$ cat src/rtl/lane_op_requester.sv
// lane_op_requester: per-lane operand requester.
// Converts one accepted operand request into streams of VRF word read
// requests, one independent read channel per operand queue (ALUA, ALUB,
// StoreOp), each with its own request/grant handshake toward the bank arbiter.
// op_req_i packing (MSB..LSB): {vs1, vs2, queue_req[NrOpQueue-1:0], vlB}.
module lane_op_requester #(
   parameter  int unsigned NrOpQueue        = 3,
   parameter  int unsigned ByteBlockWidth   = 4,
   parameter  int unsigned RegSliceNumWords = 8,
   parameter  int unsigned NrVReg           = 32,
   parameter  int unsigned VlenWidth        = 16,
   localparam int unsigned VRegIdxWidth     = $clog2(NrVReg),
   localparam int unsigned SliceOffWidth    = $clog2(RegSliceNumWords),
   localparam int unsigned AddrWidth        = VRegIdxWidth + SliceOffWidth,
   localparam int unsigned OpReqWidth       = 2*VRegIdxWidth + NrOpQueue + VlenWidth
) (
   input  logic                                clk_i,
   input  logic                                rst_ni,
   input  logic                                op_req_valid_i,
   input  logic [OpReqWidth-1:0]               op_req_i,
   output logic                                op_req_ready_o,
   output logic [NrOpQueue-1:0]                rd_req_o,
   output logic [NrOpQueue-1:0][AddrWidth-1:0] rd_addr_o,
   input  logic [NrOpQueue-1:0]                rd_gnt_i,
   output logic                                op_done_o
);

   typedef logic [VlenWidth-1:0] vlen_t;
   typedef logic [VlenWidth:0]   vlen_ext_t;
   typedef logic [AddrWidth-1:0] vrf_addr_t;

   localparam int unsigned WordRound = (1 << ByteBlockWidth) - 1;

   typedef enum logic [0:0] {
      IDLE = 1'b0,
      BUSY = 1'b1
   } state_e;

   // Request field decode
   logic [VlenWidth-1:0]    req_vlb;
   logic [NrOpQueue-1:0]    req_queue;
   logic [VRegIdxWidth-1:0] req_vs1;
   logic [VRegIdxWidth-1:0] req_vs2;

   assign req_vlb   = op_req_i[VlenWidth-1:0];
   assign req_queue = op_req_i[VlenWidth +: NrOpQueue];
   assign req_vs2   = op_req_i[VlenWidth+NrOpQueue +: VRegIdxWidth];
   assign req_vs1   = op_req_i[VlenWidth+NrOpQueue+VRegIdxWidth +: VRegIdxWidth];

   // Word count of the incoming request, rounded up to whole VRF words
   vlen_ext_t vlb_round;
   vlen_t     nwords_new;

   assign vlb_round  = {1'b0, req_vlb} + vlen_ext_t'(WordRound);
   assign nwords_new = vlen_t'(vlb_round >> ByteBlockWidth);

   state_e                      state_q, state_d;
   vlen_t                       nwords_q, nwords_d;
   logic [NrOpQueue-1:0]        req_q, req_d;
   logic [NrOpQueue-1:0][VlenWidth-1:0] cnt_q, cnt_d;
   logic [NrOpQueue-1:0][AddrWidth-1:0] addr_q, addr_d;
   logic                        done_q, done_d;

   // State, channel counters and registered handshake outputs
   always_ff @(posedge clk_i) begin
      if (!rst_ni) begin
         state_q  <= IDLE;
         nwords_q <= '0;
         req_q    <= '0;
         cnt_q    <= '0;
         addr_q   <= '0;
         done_q   <= 1'b0;
      end else begin
         state_q  <= state_d;
         nwords_q <= nwords_d;
         req_q    <= req_d;
         cnt_q    <= cnt_d;
         addr_q   <= addr_d;
         done_q   <= done_d;
      end
   end

   // Next-state: accept in IDLE, advance granted channels in BUSY.
   // The FSM returns to IDLE on the same edge that retires the last request,
   // so op_done_o and ready coincide and a follow-up op can be accepted then.
   always_comb begin
      state_d  = state_q;
      nwords_d = nwords_q;
      req_d    = req_q;
      cnt_d    = cnt_q;
      addr_d   = addr_q;
      done_d   = 1'b0;

      unique case (state_q)
         IDLE: begin
            if (op_req_valid_i) begin
               nwords_d = nwords_new;
               for (int unsigned q = 0; q < NrOpQueue; q++) begin
                  req_d[q]  = req_queue[q] && (nwords_new != '0);
                  cnt_d[q]  = '0;
                  addr_d[q] = vrf_addr_t'((q == 1) ? req_vs2 : req_vs1) << SliceOffWidth;
               end
               if (|req_d) state_d = BUSY;
               else        done_d  = 1'b1;
            end
         end
         BUSY: begin
            for (int unsigned q = 0; q < NrOpQueue; q++) begin
               if (req_q[q] && rd_gnt_i[q]) begin
                  cnt_d[q]  = cnt_q[q] + vlen_t'(1);
                  addr_d[q] = addr_q[q] + vrf_addr_t'(1);
                  if (cnt_q[q] == nwords_q - vlen_t'(1)) req_d[q] = 1'b0;
               end
            end
            if (!(|req_d)) begin
               state_d = IDLE;
               done_d  = 1'b1;
            end
         end
         default: state_d = IDLE;
      endcase
   end

   // Outputs
   assign op_req_ready_o = (state_q == IDLE);
   assign rd_req_o       = req_q;
   assign rd_addr_o      = addr_q;
   assign op_done_o      = done_q;

endmodule

$ cat config.mk
export PLATFORM = sky130hd
export DESIGN_NAME = lane_op_requester
export DESIGN_NICKNAME = d
export VERILOG_FILES = /design/src/rtl/lane_op_requester.sv
export SDC_FILE = /design/constraint.sdc
export NUM_CORES = 1
export LEC_CHECK = 0
export BUFFER_PORTS_ARGS = -buffer_cell sky130_fd_sc_hd__buf_2
export CAP_MARGIN = 0
export CORE_UTILIZATION = 35
export CTS_CLUSTER_DIAMETER = 200
export DETAILED_ROUTE_END_ITERATION = 7
export PLACE_DENSITY = 0.52
export SLEW_MARGIN = 20
export SYNTH_ARGS = -nofsm -noshare
export SYNTH_HDL_FRONTEND = slang
export SYNTH_SLANG_ARGS = --single-unit
$ cat constraint.sdc
create_clock -name clk_i -period 3.6 [get_ports clk_i]
set_input_delay 0.18 -clock clk_i [delete_from_list [all_inputs] [get_ports clk_i]]
set_output_delay 0.18 -clock clk_i [all_outputs]
set_load 0.02 [all_outputs]
==> impl_metrics.py <==
metrics = {
    "sta": {
        "final-max-slew-violation-count": 0,
        "finalSetupTns_ns": 0,
        "period_minus_slack_ns": 3.34,
        "hold_viol": 0,
        "rsz0062_at_grt": "false",
        "skew_ns": 0.00860,
        "finalCritPeriodShare_pct": 92.8,
        "max_freq_mhz": 299,
        "slew_headroom_pct": 45.0,
        "finalSetupViolCount": 0,
        "tightest_slew_ns": 0.825,
    },
    "layout": {
        "post-route-util_pct": 41.0,
        "nNetsFinal": 814,
        "antenna_cells": 0,
        "area_growth_pct": 12.8,
        "stdcell_area_um2": 6580,
        "n_fill_cell": 1617,
        "regArea_um2": 1800,
        "drive_gt1_share_pct": 13.9,
        "multiInputGateArea_um2": 3760,
    },
    "global_route": {
        "antenna_found_initial": 0,
        "grt_pass1_vias": 5056,
        "grt-ovfl-total": 0,
        "grt_pass1_wl_mm": 27.2,
        "track_usage_pct": 20.7,
        "grt_max_degree": 47,
    },
    "die": {
        "core_area_um2": 16100,
        "die-area_um2": 17200,
        "start_util_pct": 36.3,
        "die_w_um": 131,
        "die_h_um": 131,
        "io_pins": 64,
        "rows": 46,
    },
    "hold_path": {
        "holdPathStages": 2,
        "hp-class": "input pin to flop",
    },
    "synthesis": {
        "yosysWarnings": 0,
        "async_reset_ff_share_pct": 0,
        "synth_area_um2": 5830,
        "synth-seq-area-share_pct": 30.9,
        "syn_avg_cell_area_um2": 7.93,
        "yosysTopAreaCell": "dfxtp_1",
        "synth_most_common_cell": "dfxtp_1",
        "synthFlopType": "dfxtp_1",
        "ys_ff_latch": 90,
        "syn-instance-count": 736,
        "yosysTopAreaCellShare_pct": 30.9,
        "synthTopCellsByArea": "dfxtp_1 (31%), nand2_1 (5.3%), xnor2_1 (5.1%)",
        "syn_nets": 778,
        "yosysUniqueCellTypes": 66,
        "synth_edf_count": 0,
        "synth_commonest_cells": "dfxtp_1 (90), nand2_1 (83), nor2_1 (60)",
    },
    "worst_setup_path": {
        "cp_max_fo": 9,
        "reg2reg_slack_ns": 0.26,
        "start_kind": "flop",
        "r2r_cells": 9,
        "arrival_ns": 3.58,
        "crit_type": "flop to flop",
        "crit_required_ns": 3.84,
        "end_kind": "flop",
    },
    "clock_tree": {
        "clk_latency_ns": 0.35,
        "root_buffer": "clkbuf_16",
        "post_cts_resized": 0,
        "hold_buffers": 0,
        "cts_tree": "done",
        "clkTransAtPathRegs_ns": 0.07,
        "cts_made_buffers": 9,
        "h-tree-depth": 3,
        "post_cts_buffers": 0,
        "cts.sink_count": 90,
        "cts.path.max_buffers": 2,
    },
    "outcome": {
        "outcome": "completed",
    },
    "pwr": {
        "total_power_uw": 2570,
        "power_leakage_uw": 0.00267,
        "power_density_nw_per_um2": 390,
        "ir_worst_vdd_v": 0.000248,
    },
    "run": {
        "max-cap-violations": 0,
    },
    "routing": {
        "dr_total_vias": 5523,
        "final_antenna_net_count": 0,
        "drt_wl_total_mm": 17.4,
        "firstDrtPassIters": 5,
        "routed_via_density": 5.56,
        "drt_iter0_markers": 372,
        "drc": 0,
        "wl_per_cell_um": 17.6,
    },
    "placement": {
        "gp_congestion": 0.881,
        "placed_area_um2": 6280,
        "hpwl_mm": 12.8,
        "io_buffers": 63,
    },
}
## through the flow
step           setup WS (ns)  instances  hold slack [ns]
2_1_floorplan           1.02        736            0.341
3_3_place_gp           0.544        977            0.462
3_5_place_dp           0.407        977            0.464
4_1_cts                0.398        993           0.0962
5_1_grt                0.132        993            0.112
6_report               0.260        993            0.105
## power by group
group	total [uW]	internal (uW)	switching, uW
logic	496	204	293
clock network	983	562	421
registers	1090	1030	61.0
total	2570	1790	775
## logic make-up after synthesis
logic type	synth area share, %
simple gates	29.9
compound gates	20.1
flops	30.9
xor+xnor	12.0
buf+inv	4.63
fa+ha+maj	1.50
mux	1.03
## layout by cell type, fill, tap and decap left out, drive strengths merged, types with 5 or more instances in the layout
cell type  netlist  layout
a21oi           25      25
buf              9      74
and2            19      19
ha               7       7
nor4            14      14
nor2            60      60
nor2b           16      16
inv             12      14
nand2           83      83
o221a            6       6
dfxtp           90      90
or4              6       6
mux2i            6       6
xnor2           34      34
o31ai            6       6
nor3            20      20
or3              8       8
a31oi           10      10
nand3           44      44
and3            27      27
o21a             5       5
o211ai           5       5
o211a           13      13
o21ai           40      40
xnor3            7       7
a21boi          19      19
a211oi           5       5
clkbuf          40      11
xor2            28      28
or2              5       5
nand4           23      23
## critical path, stage by stage (launching register included)
cell,delay (ns)
dfxtp_1,0.43
inv_1,0.11
ha_1,0.33
nor3b_2,0.50
nand4b_1,0.49
mux2i_1,0.25
a2111oi_0,0.47
and4_1,0.37
o221ai_2,0.12
o211a_1,0.16
## routing by layer
metal	vias up	track usage, %	wire length [um]
met2	117	34.5	8320
met5	-	0	0
met4	0	5.54	190
met3	15	3.41	696
li1	2734	-	-
met1	2657	27.8	8230
## state kept, by name (all words and copies together) (netlist names)
signal,cells
rd_addr_o,24
state_q,1
nwords_q,13
rd_req_o,3
cnt_q,48
op_done_o,1
## final timing paths
check	start	to
worst max register to register	nwords_q[0]	state_q
worst max-delay path	nwords_q[0]	state_q
worst min-delay path	op_req_i[22]	rd_addr_o[14]
worst min register to register	rd_addr_o[7]	rd_addr_o[7]
## final cells by class
cell class	instances	area share, %
tap	216	4.11
clock buffer	11	3.69
clock inverter	5	0.913
multi-input combinational	585	57.2
sequential	90	27.4
inverter	12	0.684
timing repair buffer	74	6.05
No activity file was read; power rests on OpenSTA's default activity.
